$ cat src/rtl/read_data.sv
// read_data: AXI R-channel router, 3 slaves to 2 masters, round-robin with burst lock.
module read_data #(
  parameter int ID_BITS   = 4,
  parameter int IDS_BITS  = 8,
  parameter int DATA_BITS = 32
) (
  input  logic                 clk,
  input  logic                 rst,
  input  logic [IDS_BITS-1:0]  RID_S0,
  input  logic [DATA_BITS-1:0] RDATA_S0,
  input  logic [1:0]           RRESP_S0,
  input  logic                 RLAST_S0,
  input  logic                 RVALID_S0,
  output logic                 RREADY_S0,
  input  logic [IDS_BITS-1:0]  RID_S1,
  input  logic [DATA_BITS-1:0] RDATA_S1,
  input  logic [1:0]           RRESP_S1,
  input  logic                 RLAST_S1,
  input  logic                 RVALID_S1,
  output logic                 RREADY_S1,
  input  logic [IDS_BITS-1:0]  RID_S2,
  input  logic [DATA_BITS-1:0] RDATA_S2,
  input  logic [1:0]           RRESP_S2,
  input  logic                 RLAST_S2,
  input  logic                 RVALID_S2,
  output logic                 RREADY_S2,
  output logic [ID_BITS-1:0]   RID_M0,
  output logic [DATA_BITS-1:0] RDATA_M0,
  output logic [1:0]           RRESP_M0,
  output logic                 RLAST_M0,
  output logic                 RVALID_M0,
  input  logic                 RREADY_M0,
  output logic [ID_BITS-1:0]   RID_M1,
  output logic [DATA_BITS-1:0] RDATA_M1,
  output logic [1:0]           RRESP_M1,
  output logic                 RLAST_M1,
  output logic                 RVALID_M1,
  input  logic                 RREADY_M1
);
  localparam int TB = IDS_BITS - ID_BITS;
  typedef enum logic {IDLE, BURST} state_t;
  state_t state_q, state_d;
  logic [1:0] gnt_q, gnt_d, rr_q, rr_d;
  logic [3:0] vld, lst;
  logic [IDS_BITS-1:0] rid [4];
  logic [DATA_BITS-1:0] rdat [4];
  logic [1:0] rrsp [4];
  logic [1:0] r1, r2, win, sel, nxt;
  logic any, act, to_m0, to_m1, rdy_m, hs, last;
  logic [TB-1:0] tag;
  // Entry 3 is a dead slot so 2-bit selects stay in range.
  assign vld  = {1'b0, RVALID_S2, RVALID_S1, RVALID_S0};
  assign lst  = {1'b0, RLAST_S2, RLAST_S1, RLAST_S0};
  assign rid  = '{RID_S0, RID_S1, RID_S2, '0};
  assign rdat = '{RDATA_S0, RDATA_S1, RDATA_S2, '0};
  assign rrsp = '{RRESP_S0, RRESP_S1, RRESP_S2, 2'b00};
  always_comb begin
    r1      = (rr_q == 2'd2) ? 2'd0 : rr_q + 2'd1;
    r2      = (r1 == 2'd2) ? 2'd0 : r1 + 2'd1;
    win     = vld[rr_q] ? rr_q : vld[r1] ? r1 : r2;
    any     = |vld;
    sel     = (state_q == BURST) ? gnt_q : win;
    act     = !rst && (state_q == BURST || any);
    tag     = rid[sel][IDS_BITS-1:ID_BITS];
    to_m0   = act && tag == TB'(1);
    to_m1   = act && tag == TB'(2);
    rdy_m   = to_m0 ? RREADY_M0 : to_m1 ? RREADY_M1 : 1'b1;
    hs      = act && vld[sel] && rdy_m;
    last    = lst[sel];
    nxt     = (sel == 2'd2) ? 2'd0 : sel + 2'd1;
    state_d = (hs && last) ? IDLE : act ? BURST : state_q;
    gnt_d   = (state_q == IDLE && act) ? sel : gnt_q;
    rr_d    = (hs && last) ? nxt : rr_q;
  end
  always_ff @(posedge clk) begin
    if (rst) begin
      state_q <= IDLE;
      gnt_q   <= 2'd0;
      rr_q    <= 2'd0;
    end else begin
      state_q <= state_d;
      gnt_q   <= gnt_d;
      rr_q    <= rr_d;
    end
  end
  assign RREADY_S0 = act && rdy_m && sel == 2'd0;
  assign RREADY_S1 = act && rdy_m && sel == 2'd1;
  assign RREADY_S2 = act && rdy_m && sel == 2'd2;
  assign RVALID_M0 = to_m0 && vld[sel];
  assign RID_M0    = to_m0 ? rid[sel][ID_BITS-1:0] : '0;
  assign RDATA_M0  = to_m0 ? rdat[sel] : '0;
  assign RRESP_M0  = to_m0 ? rrsp[sel] : 2'b00;
  assign RLAST_M0  = to_m0 && last;
  assign RVALID_M1 = to_m1 && vld[sel];
  assign RID_M1    = to_m1 ? rid[sel][ID_BITS-1:0] : '0;
  assign RDATA_M1  = to_m1 ? rdat[sel] : '0;
  assign RRESP_M1  = to_m1 ? rrsp[sel] : 2'b00;
  assign RLAST_M1  = to_m1 && last;
endmodule

$ cat config.mk
export PLATFORM = sky130hd
export DESIGN_NAME = read_data
export DESIGN_NICKNAME = d
export VERILOG_FILES = /design/src/rtl/read_data.sv
export SDC_FILE = /design/constraint.sdc
export NUM_CORES = 1
export LEC_CHECK = 0
export ABC_AREA = 1
export BUFFER_PORTS_ARGS = -buffer_cell sky130_fd_sc_hd__buf_4
export CAP_MARGIN = 20
export CELL_PAD_IN_SITES_DETAIL_PLACEMENT = 2
export CELL_PAD_IN_SITES_GLOBAL_PLACEMENT = 2
export CORE_ASPECT_RATIO = 1.4
export CORE_UTILIZATION = 15
export CTS_CLUSTER_SIZE = 28
export DETAILED_ROUTE_END_ITERATION = 7
export GPL_TIMING_DRIVEN = 0
export PLACE_DENSITY = 0.82
export SLEW_MARGIN = 20
export SYNTH_ARGS = -nofsm -noshare
export SYNTH_HDL_FRONTEND = slang
export SYNTH_SLANG_ARGS = --single-unit
$ cat constraint.sdc
create_clock -name clk -period 2 [get_ports clk]
set_input_delay 0.1 -clock clk [delete_from_list [all_inputs] [get_ports clk]]
set_output_delay 0.1 -clock clk [all_outputs]
set_load 0.05 [all_outputs]
After elaboration in Yosys (flattened, before gate mapping)
Index checks and enable logic that the tools add are counted.
W data, S select, Z words.
- add/sub/neg operators: 3
- $lt $le $gt $ge: 4
- equal/unequal tests: 6
- muxes and demuxes: 31
- bitwise gates (word level): 2
- reductions and logical operators: 20
- operator list (cell ; count):
    $mux W32 ; 4
    $bmux W32 S2 ; 1
    $mux W2 ; 10
    $bmux W8 S2 ; 1
    $mux W8 ; 2
    $logic_and A1 B1 Y1 ; 15
    $lt A2 B3 Y1 const B ; 3
    $bmux W1 S2 ; 4
    $mux W4 ; 2
    $add A2 B1 Y2 const B ; 3
    $eq A2 B2 Y1 const B ; 3
    $mux W1 ; 6
    $bmux W2 S2 ; 1
    $eq A4 B1 Y1 const B ; 1
    $eq A4 B2 Y1 const B ; 1
    $ge A3 B3 Y1 const B ; 1
    $not A2 Y3 ; 1
    $reduce_or A3 Y1 ; 1
    $eq A2 B1 Y1 const B ; 1
    $logic_not A2 Y1 ; 1
    $reduce_or A2 Y1 ; 1
    $logic_not A1 Y1 ; 1
    $logic_or A1 B1 Y1 ; 1
    $not A1 Y1 ; 1
- flip-flop bits (word level): 5
- input bits: 136
- output and inout port bits: 83
- word-level logic and storage cells: 69

Logic depth before layout (Yosys ltp)
Gate-level depths: netlist of run 1.
- depth in word-level cells: 18
- gate-level depth with buffers: 18
- depth with buffers taken out: 17

Worst setup path after synthesis of run 1
Ideal clock, no wire load.
- path kind: reg2out
- start: reg rr_q[1]
- end: out RDATA_M1[0]
- arrival: 2.240 ns
- data required time: 1.900 ns
- slack: -0.340 ns
- stages on the path, launching flop included: 15
- path buffers: 2
- path through: dfxtp_1 -> inv_2 -> nand3_2 -> nand2_1 -> nand2_1 -> nand3_2 -> nand3_4 -> nand2_4 -> buf_12 -> nand3_4 -> nand2_4 -> nor2_8 -> nand3_4 -> buf_6 -> nor2_1
- word-level cells in the longest chain between the ends: 14
- elaborated cells on any way between the ends: 23
- those cells by class: add/sub: 2; eq/ne: 3; mux: 16; bitwise: 1; reduce/logical: 1
- RTL lines (item ; line ; RTL):
    start, declared ; 43 ; logic [1:0] gnt_q, gnt_d, rr_q, rr_d;
    start signal, assigned ; 83 ; rr_q <= rr_d;
    $add A2 B1 Y2 / $eq A2 B2 Y1 (equally long branches) ; 58 ; r1 = (rr_q == 2'd2) ? 2'd0 : rr_q + 2'd1;
    $mux W2 ; 58 ;
    $add A2 B1 Y2, or another cell as far along ; 59 ; r2 = (r1 == 2'd2) ? 2'd0 : r1 + 2'd1;
    $mux W2 / $mux W1 (equally long branches) ; 59, 60 ;
    $mux W2 ; 60 ; win = vld[rr_q] ? rr_q : vld[r1] ? r1 : r2;
    $mux W2 * ; 60 ;
    $mux W2 * ; 62 ; sel = (state_q == BURST) ? gnt_q : win;
    $not A2 Y3 (implied by the code) * ; 64, 96 ;
    $bmux W8 S2 ; 64 ; tag = rid[sel][IDS_BITS-1:ID_BITS];
    $mux W8 (2 in series) ; - ;
    $eq A4 B2 Y1 ; 66 ; to_m1 = act && tag == TB'(2);
    $logic_and A1 B1 Y1 ; 66 ;
    $mux W32 * ; 96 ; assign RDATA_M1 = to_m1 ? rdat[sel] : '0;
    end, declared ; 34 ; output logic [DATA_BITS-1:0] RDATA_M1,
Every way passes the cells marked *; elsewhere a longest branch is shown, timed or not. The select of a mux whose other input is x is not followed.

Worst setup path in the final report of run 1
- start: reg rr_q[1]
- end: out RDATA_M1[5]
Same word-level chain as after synthesis.

==> results.json, run 1 <==
{
  "cts_inserted_buffers": 3,
  "cp-startpoint": "rr_q[1]",
  "vias": 3475,
  "rsz0062_at_grt": "yes",
  "pwr-share-seq": 0.029,
  "timing.fmax_ghz": 0.403,
  "crit_arrival_ns": 2.38,
  "peakVddDrop_uv": 638,
  "grt_pass1_vias": 3851,
  "clk_pin_slew_ns": 0.04,
  "dp_hpwl_mm": 11.1,
  "fin_ws_ns": -0.480,
  "path_class": "flop to primary output",
  "swShare": 0.596,
  "mostFrequentLayoutCell": "buf_4",
  "ys_seq_area_frac": 0.0492,
  "finalClockSkew_ns": 0.00210,
  "grt_pass1_wl_mm": 20.9,
  "fin_crit_sh": 1.24,
  "setup_violations": 86,
  "routed_wl_mm": 15.0,
  "p_sw_uw": 3210,
  "drv_cap": 0,
  "ant_nets": 0,
  "r2r_setup_slack_ns": -0.16,
  "status": "finished with violations",
  "required_ns": 1.90,
  "final_cell_count_no_fill": 779,
  "start_util": 0.153,
  "cts_tree": "yes",
  "drtIter0Drc": 66,
  "drc": 0,
  "final_cell_mix": "buf_4 (161), nand2_1 (78), nor2_4 (71)",
  "syn_inst": 353,
  "fill_cells": 1495,
  "internal_power_uw": 2170,
  "cts.sink_count": 5,
  "nNetsFinal": 734,
  "wl_per_cell_um": 19.2,
  "synth_top_cells_by_area": "nand2_1 (15%), nor2_1 (11%), o21ai_0 (10%), nor2_2 (9.8%), o21ai_1 (6.9%)",
  "final_max_slew_viol_count": 0,
  "synth_cell_type_count": 31,
  "gp_congestion": 0.813,
  "insertion_delay_ns": 0.23,
  "synth.ff_latch_count": 5,
  "pwr-share-clk": 0.064,
  "area_growth_pct": 172,
  "placed_area_um2": 4250,
  "comb_power_share": 0.907,
  "startpoint_type": "flop",
  "crit_end": "RDATA_M1[5]",
  "finalPower_uw": 5380,
  "timing.rr.end": "rr_q[1]",
  "cts_root_buf": "clkbuf_16",
  "total_leakage_power_uw": 0.00242,
  "grt_max_degree": 11,
  "finalHoldViolCount": 0,
  "fin_crit_ns": 2.48,
  "cp-end-kind": "primary output",
  "synth_top_cell_area_share": 0.155,
  "drtPass1Iterations": 4,
  "violations": "negative setup slack",
  "multi_input_area_um2": 2440,
  "core_area_um2": 13300,
  "slew_headroom": 0.512,
  "tightest_slew_ns": 0.722,
  "final_area_um2": 5530,
  "viasPerCell": 4.46,
  "num_rows": 50,
  "drive_gt1_frac": 0.745,
  "portBuffers": 218,
  "avgSynthCellArea_um2": 5.77,
  "crit_fanout": 10,
  "grt_overflow": 0,
  "synthesis.area_um2": 2040,
  "htree_num_levels": 1,
  "yosysTopAreaCell": "nand2_1",
  "r2r_cells": 18,
  "ioPinCount": 219,
  "synth_nets": 489,
  "antenna_found_initial": 0,
  "power_density_nw_per_um2": 973,
  "antenna_cells": 0,
  "track_usage": 0.192,
  "die_x_um": 100,
  "hp-class": "input pin to flop",
  "rr_startpoint": "rr_q[1]",
  "cts_buffer_depth": 2,
  "die_h_um": 140,
  "yosysWarningCount": 0,
  "fp.dieArea_um2": 14000,
  "ff_latch_area_um2": 108,
  "place_inst": 753
}
[synth_stat cells]
cell type,n
a21oi_1,4
a221oi_1,3
a22o_1,2
a41oi_1,1
buf_1,2
buf_12,1
buf_2,6
buf_6,9
clkbuf_1,4
clkinv_4,1
dfxtp_1,5
inv_1,16
inv_2,6
nand2_1,84
nand2_2,5
nand2_4,5
nand2_8,2
nand3_1,5
nand3_2,10
nand3_4,4
nand4_1,2
nand4_4,3
nor2_1,62
nor2_2,32
nor2_8,2
nor3_2,1
o21a_4,1
o21ai_0,41
o21ai_1,28
o21ai_2,1
or2_2,5
[worst max-delay path: stages (launching register included)]
cell and delay [ns]:
dfxtp_4 0.39, inv_4 0.07, nand3_4 0.07, nand2_2 0.06, nand2_2 0.07, nand3_2 0.09, nand3_4 0.09, nand2_4 0.08
buf_4 0.16, nor2_8 0.14, inv_2 0.11, buf_4 0.22, o21ai_1 0.34, nor2_2 0.09, buf_6 0.16
[area by class of cell]
| type | count | share of cell area |
|---|---|---|
| clock buffers | 3 | 0.0136 |
| flip-flops and latches | 5 | 0.0195 |
| well taps | 182 | 0.0412 |
| multi-input cells | 303 | 0.442 |
| inverters | 23 | 0.0188 |
| clock inverters | 1 | 0.000905 |
| plain buffers | 21 | 0.0491 |
| repair buffers | 241 | 0.415 |
[power by group through the flow]
stage                     clock network (uW)  logic (uW)  registers, uW
after floorplan                            0        2630            141
after global placement                     0        3550            146
after detailed placement                   0        3660            147
after CTS                                343        4440            153
after global routing                     354        5160            159
final                                    344        4880            156
[logic make-up (layout without fill, tap and decap cells)]
group                  after synthesis  count (layout)  share of synthesized area
AOI/OAI and AO/OA                   81              81                      0.217
buffers and inverters               45             289                      0.130
and+or+nand+nor                    222             222                      0.604
DFF                                  5               5                     0.0492
[per-layer routing]
layer,wire [um],up-vias,global-route usage
met3,541,22,0.0176
met2,8990,126,0.413
met5,0,-,0
met1,5090,1691,0.187
li1,-,1636,-
met4,344,0,0.0420
[registers in the layout (all words and copies together) (netlist names)]
signal   cells
gnt_q        2
rr_q         2
state_q      1
[how the worst min path moves through the flow]
stage                     startpoint  endpoint  slack (ns)  cells past startpoint
after floorplan                  rst   rr_q[1]        0.29                      3
after CTS                        rst   rr_q[0]        0.19                      4
final                            rst   rr_q[1]        0.18                      4
after detailed placement         rst   rr_q[0]        0.42                      4
after global routing             rst   rr_q[0]        0.20                      4
after global placement           rst   rr_q[1]        0.41                      4
[through the flow]
| step | setup TNS (ns) | hold WS (ns) | utilization | setup WS, ns |
|---|---|---|---|---|
| floorplan | -4.51 | 0.286 | - | -0.121 |
| CTS | -32.56 | 0.185 | 0.383 | -0.440 |
| global placement | -22.49 | 0.412 | 0.319 | -0.420 |
| finish | -34.46 | 0.182 | 0.415 | -0.480 |
| global route | -45.42 | 0.199 | 0.415 | -0.596 |
| detailed placement | -27.97 | 0.424 | 0.319 | -0.473 |
[timing repair]
action                                  CTS  global route
endpoints found under the setup margin   85            86
pin swaps                                 8            14
gates resized for setup                 161            83
setup buffers                            10             8
cloned                                    2             4
hold buffers                              0             0
No activity file was read; power rests on OpenSTA's default activity.
==> run 2: changes to the inputs <==
--- a/config.mk
+++ b/config.mk
@@ -16,6 +16,7 @@
 export DETAILED_ROUTE_END_ITERATION = 7
 export GPL_TIMING_DRIVEN = 0
 export PLACE_DENSITY = 0.82
+export SKIP_LAST_GASP = 1
 export SLEW_MARGIN = 20
 export SYNTH_ARGS = -nofsm -noshare
 export SYNTH_HDL_FRONTEND = slang
==> results.json, run 2 (same netlist as run 1, synthesis figures left out) <==
{
  "status": "finished with violations",
  "violations": "negative setup slack",
  "fin_util": 0.404,
  "hp-class": "input pin to flop",
  "grt_pass1_vias": 3837,
  "path_class": "flop to primary output",
  "cp-end-kind": "primary output",
  "fin_ws_ns": -0.458,
  "num_rows": 50,
  "track_usage": 0.190,
  "multi_input_area_um2": 2410,
  "comb_power_share": 0.906,
  "internal_power_uw": 2120,
  "dp_hpwl_mm": 11.1,
  "clk_pin_slew_ns": 0.04,
  "swShare": 0.595,
  "cts_hold_buf": 0,
  "grt_overflow": 0,
  "drv_cap": 0,
  "ant_nets": 0,
  "total_leakage_power_uw": 0.00237,
  "nNetsFinal": 730,
  "pwr-share-seq": 0.030,
  "power_density_nw_per_um2": 975,
  "setup_violations": 86,
  "grt_max_degree": 11,
  "vias": 3440,
  "crit_arrival_ns": 2.36,
  "gp_congestion": 0.813,
  "core_area_um2": 13300,
  "placed_area_um2": 4250,
  "finalClockSkew_ns": 0.00552,
  "tightest_slew_ns": 0.758,
  "cts_root_buf": "clkbuf_16",
  "final_area_um2": 5380,
  "cts_buffer_depth": 2,
  "final_max_slew_viol_count": 0,
  "antenna_found_initial": 0,
  "grt_pass1_wl_mm": 20.6,
  "p_sw_uw": 3120,
  "timing.fmax_ghz": 0.407,
  "cts_tree": "yes",
  "cts_inserted_buffers": 3,
  "area_growth_pct": 164,
  "start_util": 0.153,
  "ioPinCount": 219,
  "routed_wl_mm": 14.6,
  "antenna_cells": 0,
  "wl_per_cell_um": 18.9,
  "finalHoldViolCount": 0,
  "insertion_delay_ns": 0.23,
  "fin_crit_sh": 1.23,
  "required_ns": 1.90,
  "slew_headroom": 0.488,
  "startpoint_type": "flop",
  "mostFrequentLayoutCell": "buf_4",
  "peakVddDrop_uv": 658,
  "viasPerCell": 4.44,
  "fin_crit_ns": 2.46,
  "final_cell_mix": "buf_4 (158), buf_6 (78), nand2_1 (76)",
  "fp.dieArea_um2": 14000,
  "largestRegisters": "gnt_q (2), rr_q (2), state_q (1)",
  "fill_cells": 1497,
  "ff_latch_area_um2": 108,
  "die_x_um": 100,
  "rsz0062_at_grt": "yes",
  "drtPass1Iterations": 4,
  "cts.sink_count": 5,
  "portBuffers": 218,
  "drive_gt1_frac": 0.747,
  "htree_num_levels": 1,
  "pwr-share-clk": 0.064,
  "drc": 0,
  "crit_fanout": 10,
  "drtIter0Drc": 33,
  "die_h_um": 140
}
==> run 2: cell type report <==
class | count | share of cell area
clock buffer | 3 | 0.0139
buffer | 21 | 0.0537
tap | 182 | 0.0423
sequential | 5 | 0.0200
clock inverter | 1 | 0.000930
multi-input combinational | 303 | 0.448
timing repair buffer | 237 | 0.402
inverter | 23 | 0.0193
==> run 2: power groups by stage <==
| stage | sequential, uW | clock, uW | combinational (uW) |
|---|---|---|---|
| 4_1_cts | 153 | 343 | 4250 |
| 3_5_place_dp | 147 | 0 | 3660 |
| 6_report | 157 | 338 | 4750 |
| 5_1_grt | 160 | 347 | 5040 |
| 2_1_floorplan | 141 | 0 | 2630 |
| 3_3_place_gp | 146 | 0 | 3550 |
==> run 2: routing by layer <==
metal	wire length, um	share of wire	global-route usage
met2	8850	0.60	0.404
met5	0	0	0
met3	536	0.037	0.0181
met4	398	0.027	0.0511
met1	4850	0.33	0.184
==> run 2: worst paths after layout <==
| path | endpoint | startpoint | depth (start not counted) | slack, ns |
|---|---|---|---|---|
| max reg2reg | rr_q[0] | state_q | 11 | -0.21 |
| min reg2reg | gnt_q[0] | gnt_q[0] | 2 | 0.49 |
| max | RDATA_M1[14] | rr_q[1] | 15 | -0.46 |
| min | rr_q[1] | rst | 4 | 0.19 |
==> run 2: worst max-delay path, cell delays in order, from the launching register on <==
cell	delay [ns]
dfxtp_4	0.37
inv_4	0.09
nand3_4	0.07
nand2_2	0.07
nand2_2	0.06
nand3_2	0.08
nand3_4	0.09
nand2_4	0.12
buf_12	0.15
inv_4	0.08
buf_4	0.18
o21ai_0	0.21
nand2_1	0.15
o21ai_2	0.14
nor2_4	0.06
buf_4	0.19
==> run 2: through the flow <==
step	power (uW)	worst slack, ns	hold WS (ns)	setup TNS (ns)	cells
floorplan	2770	-0.121	0.286	-4.51	353
finish	5250	-0.458	0.190	-33.28	775
global route	5550	-0.573	0.199	-43.25	775
detailed placement	3800	-0.473	0.424	-27.97	753
global placement	3690	-0.420	0.412	-22.49	753
CTS	4750	-0.450	0.185	-34.33	769
==> run 2: what timing repair did <==
item,in CTS,in global routing
setup endpoints to repair,85,86
pin swaps,5,14
setup buffers,10,6
resized for setup,110,111
gates cloned,2,2
